--- config.mk ---
export PLATFORM = sky130hd
export DESIGN_NAME = batch_scheduler
export DESIGN_NICKNAME = d
export VERILOG_FILES = /design/src/rtl/batch_scheduler_pkg.sv /design/src/rtl/batch_scheduler_fifo.sv /design/src/rtl/batch_scheduler.sv
export SDC_FILE = /design/constraint.sdc
export NUM_CORES = 1
export LEC_CHECK = 0
export CORE_ASPECT_RATIO = 0.75
export CORE_MARGIN = 8
export CORE_UTILIZATION = 53
export DETAILED_ROUTE_END_ITERATION = 12
export HOLD_SLACK_MARGIN = 0.06
export PLACE_DENSITY = 0.77
export SYNTH_ARGS = -nofsm -noshare
export SYNTH_HDL_FRONTEND = slang
export SYNTH_HIERARCHICAL = 1
export SYNTH_SLANG_ARGS = --single-unit
--- constraint.sdc ---
create_clock -name clk -period 2.85 [get_ports clk]
set_input_delay 0.285 -clock clk [delete_from_list [all_inputs] [get_ports clk]]
set_output_delay 0.285 -clock clk [all_outputs]
set_load 0.01 [all_outputs]
--- src/rtl/batch_scheduler_pkg.sv ---
// Shared types and ring-address helper for the backward-recursion
// batch scheduler.
package batch_scheduler_pkg;

    localparam int M = 1;

    typedef enum logic [1:0] {
        IDLE,
        PRIME,
        RUN
    } sched_state_t;

    typedef struct packed {
        logic [M-1:0] data;
        logic         warm;
        logic         last;
    } bsample_t;

    // |delta| < size, so a single correction keeps the result in range
    function automatic int ring_add(int addr, int delta, int size);
        int s;
        s = addr + delta;
        if (s >= size) s = s - size;
        else if (s < 0) s = s + size;
        return s;
    endfunction

endpackage

--- src/rtl/batch_scheduler_fifo.sv ---
// Two-entry output FIFO carrying replayed samples and their tags
// to the backward datapath.
module skid_fifo2
    import batch_scheduler_pkg::*;
(
    input  logic       clk,
    input  logic       rst_n,
    input  logic       push_i,
    input  bsample_t   data_i,
    input  logic       pop_i,
    output logic       valid_o,
    output bsample_t   data_o,
    output logic [1:0] count_o
);

    bsample_t   mem_q [2];
    logic       wp_q;
    logic       rp_q;
    logic [1:0] cnt_q;
    logic       pop;

    assign valid_o = cnt_q != 2'd0;
    assign pop     = pop_i & valid_o;
    assign data_o  = mem_q[rp_q];
    assign count_o = cnt_q;

    always_ff @(posedge clk or negedge rst_n) begin
        if (!rst_n) begin
            mem_q[0] <= '0;
            mem_q[1] <= '0;
            wp_q     <= 1'b0;
            rp_q     <= 1'b0;
            cnt_q    <= 2'd0;
        end else begin
            if (push_i) begin
                mem_q[wp_q] <= data_i;
                wp_q        <= ~wp_q;
            end
            if (pop) rp_q <= ~rp_q;
            cnt_q <= cnt_q + {1'b0, push_i} - {1'b0, pop};
        end
    end

endmodule

--- src/rtl/batch_scheduler.sv ---
// Ring-buffer writer plus newest-to-oldest replay sequencer feeding
// the backward recursion (prime over lookahead, then the segment).
module batch_scheduler
    import batch_scheduler_pkg::*;
#(
    parameter int DEPTH     = 240,
    parameter int LOOKAHEAD = 20,
    parameter int NSEG      = 4,
    parameter int AW        = $clog2(NSEG * DEPTH)
) (
    input  logic          clk,
    input  logic          rst,
    input  logic          in_valid,
    input  logic [M-1:0]  in,
    output logic          wr_en,
    output logic [AW-1:0] wr_addr,
    output logic [M-1:0]  wr_data,
    output logic          rd_en,
    output logic [AW-1:0] rd_addr,
    input  logic [M-1:0]  rd_data,
    output logic          out_valid,
    input  logic          out_ready,
    output logic [M-1:0]  out_data,
    output logic          out_warm,
    output logic          out_last,
    output logic          overrun
);

    localparam int RING = NSEG * DEPTH;
    localparam int SW   = $clog2(NSEG);
    localparam int PW   = $clog2(NSEG + 1);
    localparam int CW   = (DEPTH > 1) ? $clog2(DEPTH) : 1;

    sched_state_t  state_q, state_d;
    logic [AW-1:0] wptr_q, raddr_q, raddr_d;
    logic [CW-1:0] woff_q, cnt_q, cnt_d;
    logic [SW-1:0] wseg_q, rseg_q, kseg_q, kseg_d;
    logic [PW-1:0] pend_q, pend_d;
    logic          lap_q, ovr_q, ovr_d;
    logic          fly_q, fly_warm_q, fly_last_q;
    logic          warm_rd, last_rd, can_rd;
    logic          elig, deq, pop;
    logic [1:0]    fcnt;
    bsample_t      head;

    assign wr_en   = in_valid;
    assign wr_addr = wptr_q;
    assign wr_data = in;
    assign rd_addr = raddr_q;
    assign overrun = ovr_q;

    assign pop    = out_valid & out_ready;
    assign can_rd = (int'(fcnt) - int'(pop) + int'(fly_q)) < 2;
    assign elig   = in_valid && woff_q == CW'(LOOKAHEAD - 1)
                    && (wseg_q != '0 || lap_q);
    assign deq    = pend_q != '0 && (state_q == IDLE || last_rd);

    always_ff @(posedge clk or negedge rst) begin
        if (!rst) state_q <= IDLE;
        else      state_q <= state_d;
    end

    always_comb begin
        state_d = state_q;
        unique case (state_q)
            IDLE:    if (deq) state_d = PRIME;
            PRIME:   if (rd_en && cnt_q == '0) state_d = RUN;
            RUN:     if (last_rd) state_d = deq ? PRIME : IDLE;
            default: state_d = IDLE;
        endcase
    end

    always_comb begin
        rd_en   = 1'b0;
        warm_rd = 1'b0;
        last_rd = 1'b0;
        unique case (1'b1)
            (state_q == PRIME): begin
                rd_en   = can_rd;
                warm_rd = 1'b1;
            end
            (state_q == RUN): begin
                rd_en   = can_rd;
                last_rd = can_rd && cnt_q == '0;
            end
            default: ;
        endcase
    end

    // Reader address walk; a dequeue restarts from the next prime block
    always_comb begin
        kseg_d  = kseg_q;
        cnt_d   = cnt_q;
        raddr_d = raddr_q;
        if (deq) begin
            kseg_d  = rseg_q;
            cnt_d   = CW'(LOOKAHEAD - 1);
            raddr_d = AW'(ring_add(int'(rseg_q) * DEPTH,
                                   DEPTH + LOOKAHEAD - 1, RING));
        end else if (rd_en) begin
            if (state_q == PRIME && cnt_q == '0) begin
                cnt_d   = CW'(DEPTH - 1);
                raddr_d = AW'(int'(kseg_q) * DEPTH + DEPTH - 1);
            end else begin
                cnt_d   = cnt_q - 1'b1;
                raddr_d = AW'(ring_add(int'(raddr_q), -1, RING));
            end
        end
    end

    always_comb begin
        pend_d = pend_q;
        if (elig && !deq && pend_q != PW'(NSEG)) pend_d = pend_q + 1'b1;
        else if (deq && !elig) pend_d = pend_q - 1'b1;
        ovr_d = ovr_q | (in_valid && woff_q == '0
                && int'(pend_q) + int'(state_q != IDLE) >= NSEG - 1);
    end

    always_ff @(posedge clk or negedge rst) begin
        if (!rst) begin
            wptr_q     <= '0;
            woff_q     <= '0;
            wseg_q     <= '0;
            lap_q      <= 1'b0;
            pend_q     <= '0;
            rseg_q     <= '0;
            kseg_q     <= '0;
            cnt_q      <= '0;
            raddr_q    <= '0;
            ovr_q      <= 1'b0;
            fly_q      <= 1'b0;
            fly_warm_q <= 1'b0;
            fly_last_q <= 1'b0;
        end else begin
            if (in_valid) begin
                wptr_q <= AW'(ring_add(int'(wptr_q), 1, RING));
                if (woff_q == CW'(DEPTH - 1)) begin
                    woff_q <= '0;
                    wseg_q <= (wseg_q == SW'(NSEG - 1)) ? '0 : wseg_q + 1'b1;
                end else begin
                    woff_q <= woff_q + 1'b1;
                end
                if (wseg_q != '0) lap_q <= 1'b1;
            end
            if (deq) rseg_q <= (rseg_q == SW'(NSEG - 1)) ? '0 : rseg_q + 1'b1;
            pend_q     <= pend_d;
            kseg_q     <= kseg_d;
            cnt_q      <= cnt_d;
            raddr_q    <= raddr_d;
            ovr_q      <= ovr_d;
            fly_q      <= rd_en;
            fly_warm_q <= warm_rd;
            fly_last_q <= last_rd;
        end
    end

    skid_fifo2 u_fifo (
        .clk     (clk),
        .rst_n   (rst),
        .push_i  (fly_q),
        .data_i  ('{data: rd_data, warm: fly_warm_q, last: fly_last_q}),
        .pop_i   (pop),
        .valid_o (out_valid),
        .data_o  (head),
        .count_o (fcnt)
    );

    assign out_data = head.data;
    assign out_warm = head.warm;
    assign out_last = head.last;

endmodule
# Word-level counts from Yosys, hierarchy flattened

Index checks and enable logic that the tools add are counted.

Input port bits: 6
Logic and storage cells: 135
Output and inout bits: 28
Bits in registers: 62

Add/sub/neg operators: 22
Reductions and logical operators: 29
Bitwise gates (word level): 7
Order comparisons: 11
Multipliers: 2
Mux-type cells: 31
Equal/unequal tests: 10

Operator list:

| operator                                                                 | number |
|---|---|
| 10-bit two-way mux                                                       | 9 |
| 8-bit two-way mux                                                        | 4 |
| 11-bit by 10-bit >= comparator with 1-bit output (second input constant) | 2 |
| 11-bit by 1-bit < comparator with 1-bit output (second input constant)   | 2 |
| 10-bit adder (second input constant)                                     | 2 |
| 10-bit subtractor (second input constant)                                | 2 |
| 3-bit two-way mux                                                        | 6 |
| 8-bit logical NOT                                                        | 2 |
| 11-bit by 1-bit adder with 12-bit output (second input constant)         | 1 |
| 12-bit by 11-bit >= comparator with 1-bit output (second input constant) | 1 |
| 1-bit logical AND                                                        | 12 |
| 12-bit by 1-bit < comparator with 1-bit output (second input constant)   | 1 |
| 2-bit by 4-bit multiplier with 6-bit output (second input constant)      | 2 |
| 10-bit by 1-bit adder with 11-bit output (second input constant)         | 1 |
| 10-bit by 9-bit adder with 11-bit output (second input constant)         | 1 |
| 10-bit by 7-bit adder with 10-bit output (second input constant)         | 1 |
| 10-bit by 8-bit adder with 10-bit output (second input constant)         | 1 |
| 2-bit two-way mux                                                        | 5 |
| 2-bit nonzero test                                                       | 5 |
| 10-bit by 1-bit subtractor with 10-bit output (second input constant)    | 1 |
| 10-bit by 7-bit subtractor with 10-bit output (second input constant)    | 1 |
| 8-bit by 1-bit adder with 8-bit output (second input constant)           | 1 |
| 8-bit by 5-bit == test with 1-bit output (second input constant)         | 1 |
| 8-bit == test (second input constant)                                    | 1 |
| other kinds (32)                                                         | 47 |

# Longest topological paths before layout

Depth in word-level cells: 13
Mapped depth: 14
Gate-level depth less buffers: 14

# Modules after synthesis

Netlist, hierarchy kept.

Modules (own cells, without submodules):

| module          | area each (sq um) | seq. area each (sq um) | instances | cells each |
|---|---|---|---|---|
| batch_scheduler | 3,472.1           | 1,301.2                | 1         | 392 |
| skid_fifo2      | 452.9             | 250.2                  | 1         | 31 |

# Worst setup path before layout

OpenSTA, ideal clock, no wires.

Path type: register to register
Start point: register raddr_q[0], in the netlist rd_addr[0]
End point: register raddr_q[8], in the netlist rd_addr[8]
Path buffers: 0
Path slack: -0.061 ns
Data required time: 2.725 ns
Library setup time: 0.125 ns
Clock period less this slack: 2.911 ns
Data arrival time: 2.785 ns
Cell stages (with the launch flop): 13
Cell sequence: dfrtp_1 -> inv_1 -> ha_1 -> or4b_1 -> nor2_1 -> xnor2_1 -> inv_1 -> ha_1 -> a31o_2 -> a222oi_1 -> mux2_2 -> o21ai_0 -> o21ai_1

Longest elaborated chain between the ends: 7
Elaborated cells on any way between the ends: 10
Those cells by class: add/sub: 3; order compare: 2; mux: 5

RTL lines:

| what                                                                                                       | line                      | text |
|---|---|---|
| start: declaration                                                                                         | batch_scheduler.sv:35     | `logic [AW-1:0] wptr_q, raddr_q, raddr_d;` |
| start signal: assignment                                                                                   | batch_scheduler.sv:149    | `raddr_q <= raddr_d;` |
| 11-bit by 1-bit adder with 12-bit output *                                                                 | batch_scheduler_pkg.sv:22 | `s = addr + delta;` |
| 10-bit by 7-bit adder with 10-bit output or 12-bit by 1-bit < comparator with 1-bit output (tied branches) | batch_scheduler_pkg.sv:24 | `else if (s < 0) s = s + size;` |
| 10-bit two-way mux                                                                                         | batch_scheduler_pkg.sv:24 |  |
| 10-bit two-way mux *                                                                                       | batch_scheduler_pkg.sv:23 | `if (s >= size) s = s - size;` |
| 10-bit two-way mux *                                                                                       | batch_scheduler.sv:101    | `if (state_q == PRIME && cnt_q == '0) begin` |
| 10-bit two-way mux *                                                                                       | batch_scheduler.sv:100    | `end else if (rd_en) begin` |
| 10-bit two-way mux *                                                                                       | batch_scheduler.sv:95     | `if (deq) begin` |

Mark *: on every way between the ends. The rest lies on a longest branch, timed or not. The select of a mux whose other input is x is not followed.
A chain may end at the register's enable or synchronous reset.

# Worst setup path in the final report

Start point: register raddr_q[1], in the netlist rd_addr[1]
End point: register raddr_q[8], in the netlist rd_addr[8]

Same word-level chain as after synthesis.

==> reports/results.ini <==
[routing]
drc=0
dr.pass1.iters=5
routed_wl_um=8740
drt_iter0_drc=282
num_vias=3271
viasPerCell=5.62
wl_per_cell_um=15.0
ant_nets=0

[die]
core_area_mm2=0.00726
ios=34
die_x_um=115
dieArea_mm2=0.0104
dieHeight_um=90.5
rows=27
start_util_pct=54.0

[timing]
finClkSkew_ns=0.00920
setup_viol=1
period_minus_slack_ns=2.90
drv_slew=0
max_slew.worst_pin.slew_ns=0.991
fin_crit_sh_pct=102
layout_setup_ws_ns=-0.0539
hold_viol=0
fmax_mhz=344
slew_headroom_pct=33.9
tns_ns=-0.0539
rsz0062_at_grt=true

[layout]
regArea_mm2=0.00155
finalNetCount=514
fillers=561
drive_gt1_share_pct=18.5
area_growth_pct=23.2
diodes=0
final_area_mm2=0.00483
stdcell_count=582
multi_input_area_mm2=0.00227

[outcome]
outcome=finished, violations left
failed_checks=setup timing

[setup_path]
worstPathRequired_ns=3.08
start_kind=register
cp_max_fo=5
worstPathArrival_ns=3.13
criticalPathCategory=reg -> reg
endpoint_kind=register

[global_route]
gr-max-usage-layer=met2
grtUsageMet3_pct=4.61
grtUsageMet2_pct=27.3
track_usage_pct=17.7
overflow=0
grt_pass1_wl_um=15200
grt_max_degree=46
antenna_found_initial=0
grtUsageMet1_pct=23.7
grt_pass1_vias=3223

[clocking]
worstSkewPairLatency_ns=0.35
numCtsBuffers=9
htreeDepth=3
cts_tree=yes
clock-sinks=62
clk_pin_slew_ns=0.08
clock-root-buffer=clkbuf_8
clk_path_buf_depth=2

[synth]
ys.flop_type=dfrtp_1
synthTopCellsByArea=dfrtp_1 (40%), ha_1 (9.6%), nand2_1 (4.5%), xnor2_1 (4.2%), o21ai_0 (3.8%)
synthesis.instances=423
synth.largest_area_cell=dfrtp_1
synth_cell_types=62
synth_top_area_share_pct=39.5
yosysWarnings=6
synth_fp_nets=461
syn-cell-area_mm2=0.00393
synth_area_per_cell_um2=9.28
synth_edf_count=0
synth-seq-cells=62
seq_area_frac_synth_pct=39.5
async_reset_ff_share_pct=100

[place]
dpl.hpwl_um=6270
post-place-ws_ns=-0.0544
dpl-instance-area_mm2=0.00449
io_buffers=31
gp_congestion=0.850
dp.cells=563

[power_and_ir_drop]
p_per_area_mw_per_mm2=994
power_mw=4.81
irDropWorstVdd_uv=484
leakage_nw=2.08

[worst_hold_path]
min_path_type=in -> async

[flow_run]
cap_violations=0

## Yosys cell counts (2+ instances only)
| cell type | count |
|---|---|
| nand3_1 | 7 |
| or3_1 | 8 |
| a32oi_1 | 2 |
| and2_1 | 2 |
| o21ai_1 | 3 |
| a31oi_1 | 7 |
| a311oi_1 | 3 |
| mux2_2 | 10 |
| xor2_1 | 9 |
| nand2b_1 | 2 |
| dfrtp_1 | 62 |
| nor4_1 | 4 |
| ha_1 | 30 |
| or2_2 | 3 |
| nand2_1 | 47 |
| buf_2 | 3 |
| nand3b_1 | 3 |
| nand4_1 | 6 |
| o21a_1 | 3 |
| inv_1 | 27 |
| a31o_2 | 2 |
| nor2_1 | 24 |
| clkbuf_1 | 14 |
| mux2i_1 | 2 |
| xnor2_1 | 19 |
| o21ai_0 | 30 |
| a22oi_1 | 2 |
| a21oi_1 | 24 |
| buf_4 | 3 |
| nand4b_1 | 2 |
| mux2_1 | 4 |
| a211oi_1 | 3 |
| nor3_1 | 16 |
| fa_1 | 2 |
| o211ai_1 | 4 |
| and3_1 | 5 |
## routing by layer
metal / vias to the layer above / share of wire, % / wire length, um
li1: 1599 / - / -
met1: 1580 / 48 / 4160
met2: 80 / 46 / 4050
met3: 12 / 4.9 / 425
met4: 0 / 1.1 / 100
met5: - / 0 / 0
## cells in the final DEF (no fill, tap or decap), types with 3 or more instances in the layout
cell type / netlist / routed
nor2_1: 24 / 23
bufinv_16: 0 / 3
or3_1: 8 / 7
o21a_1: 3 / 3
a211oi_1: 3 / 3
clkdlybuf4s50_1: 0 / 30
a311oi_1: 3 / 3
nand3_1: 7 / 7
nor3_1: 16 / 14
clkbuf_8: 0 / 9
o21ai_1: 3 / 5
buf_4: 3 / 32
nand3b_1: 3 / 3
o211ai_1: 4 / 4
a31oi_1: 7 / 7
nand2_1: 47 / 46
and3_1: 5 / 5
mux2_2: 10 / 10
inv_1: 27 / 27
nand4_1: 6 / 6
a21oi_1: 24 / 24
ha_2: 0 / 3
nor4_1: 4 / 3
xor2_1: 9 / 9
ha_1: 30 / 27
xnor2_1: 19 / 17
o21ai_0: 30 / 27
dfrtp_1: 62 / 62
mux2_1: 4 / 4
## through the flow
step           hold slack, ns  utilization, %
3_3_place_gp            0.443            61.8
2_1_floorplan         -0.0106               -
3_5_place_dp            0.448            61.8
4_1_cts                 0.133            65.3
6_report                0.104            66.6
5_1_grt                 0.192            66.6
## cells by family after synthesis
family | Yosys count | share of synthesized area [%]
mux | 16 | 4.53
xor+xnor | 28 | 6.25
fa+ha+maj | 32 | 10.6
flops | 62 | 39.5
compound gates | 96 | 15.6
simple gates | 141 | 18.6
buf+inv | 48 | 4.97
## worst max-delay path: stages (launching register included)
cell	delay (ns)
dfrtp_1	0.43
inv_1	0.07
ha_2	0.18
or4b_4	0.49
nor2_4	0.12
xnor2_2	0.13
ha_2	0.19
nand3b_1	0.11
xor2_1	0.17
a222oi_1	0.34
mux2_2	0.38
o21ai_2	0.10
o21ai_1	0.07
## state kept, by name (all words and copies together) (netlist names)
register / flops
rd_addr: 10
fly_q: 1
pend_q: 3
u_fifo/mem_q: 6
state_q: 2
fly_last_q: 1
u_fifo/rp_q: 1
overrun: 1
wr_addr: 10
rseg_q: 2
fly_warm_q: 1
u_fifo/wp_q: 1
kseg_q: 2
lap_q: 1
cnt_q: 8
wseg_q: 2
u_fifo/count_o: 2
woff_q: 8
## where the power goes
group	total, mW	internal (mW)	switching (mW)
registers	1.55	1.18	0.368
clock network	0.956	0.585	0.371
logic	2.30	1.11	1.20
total	4.81	2.87	1.94
## final timing paths
check                      startpoint          to  slack (ns)  cells past startpoint
setup reg to reg           rd_addr[1]  rd_addr[8]       -0.05                     12
min in group clk              overrun     overrun        0.47                      1
max in group asynchronous         rst  rd_addr[0]        2.01                      2
hold reg to reg               overrun     overrun        0.47                      1
setup / recovery           rd_addr[1]  rd_addr[8]       -0.05                     12
hold / removal                    rst   woff_q[7]        0.10                      1
## layout make-up
class | instances | share of cell area [%]
clock buffers | 9 | 2.56
clock inverters | 7 | 2.48
inverters | 27 | 2.10
multi-input cells | 313 | 46.9
flip-flops and latches | 62 | 32.1
well taps | 101 | 2.61
repair buffers | 63 | 11.3
## what timing repair did
action / in CTS / in global routing
gates resized for setup: 3 / 17
hold buffers: 0 / 0
setup buffers: 0 / 3
setup endpoints to repair: 3 / 5
pin swaps: 0 / 12
No activity file was read; power rests on OpenSTA's default activity.
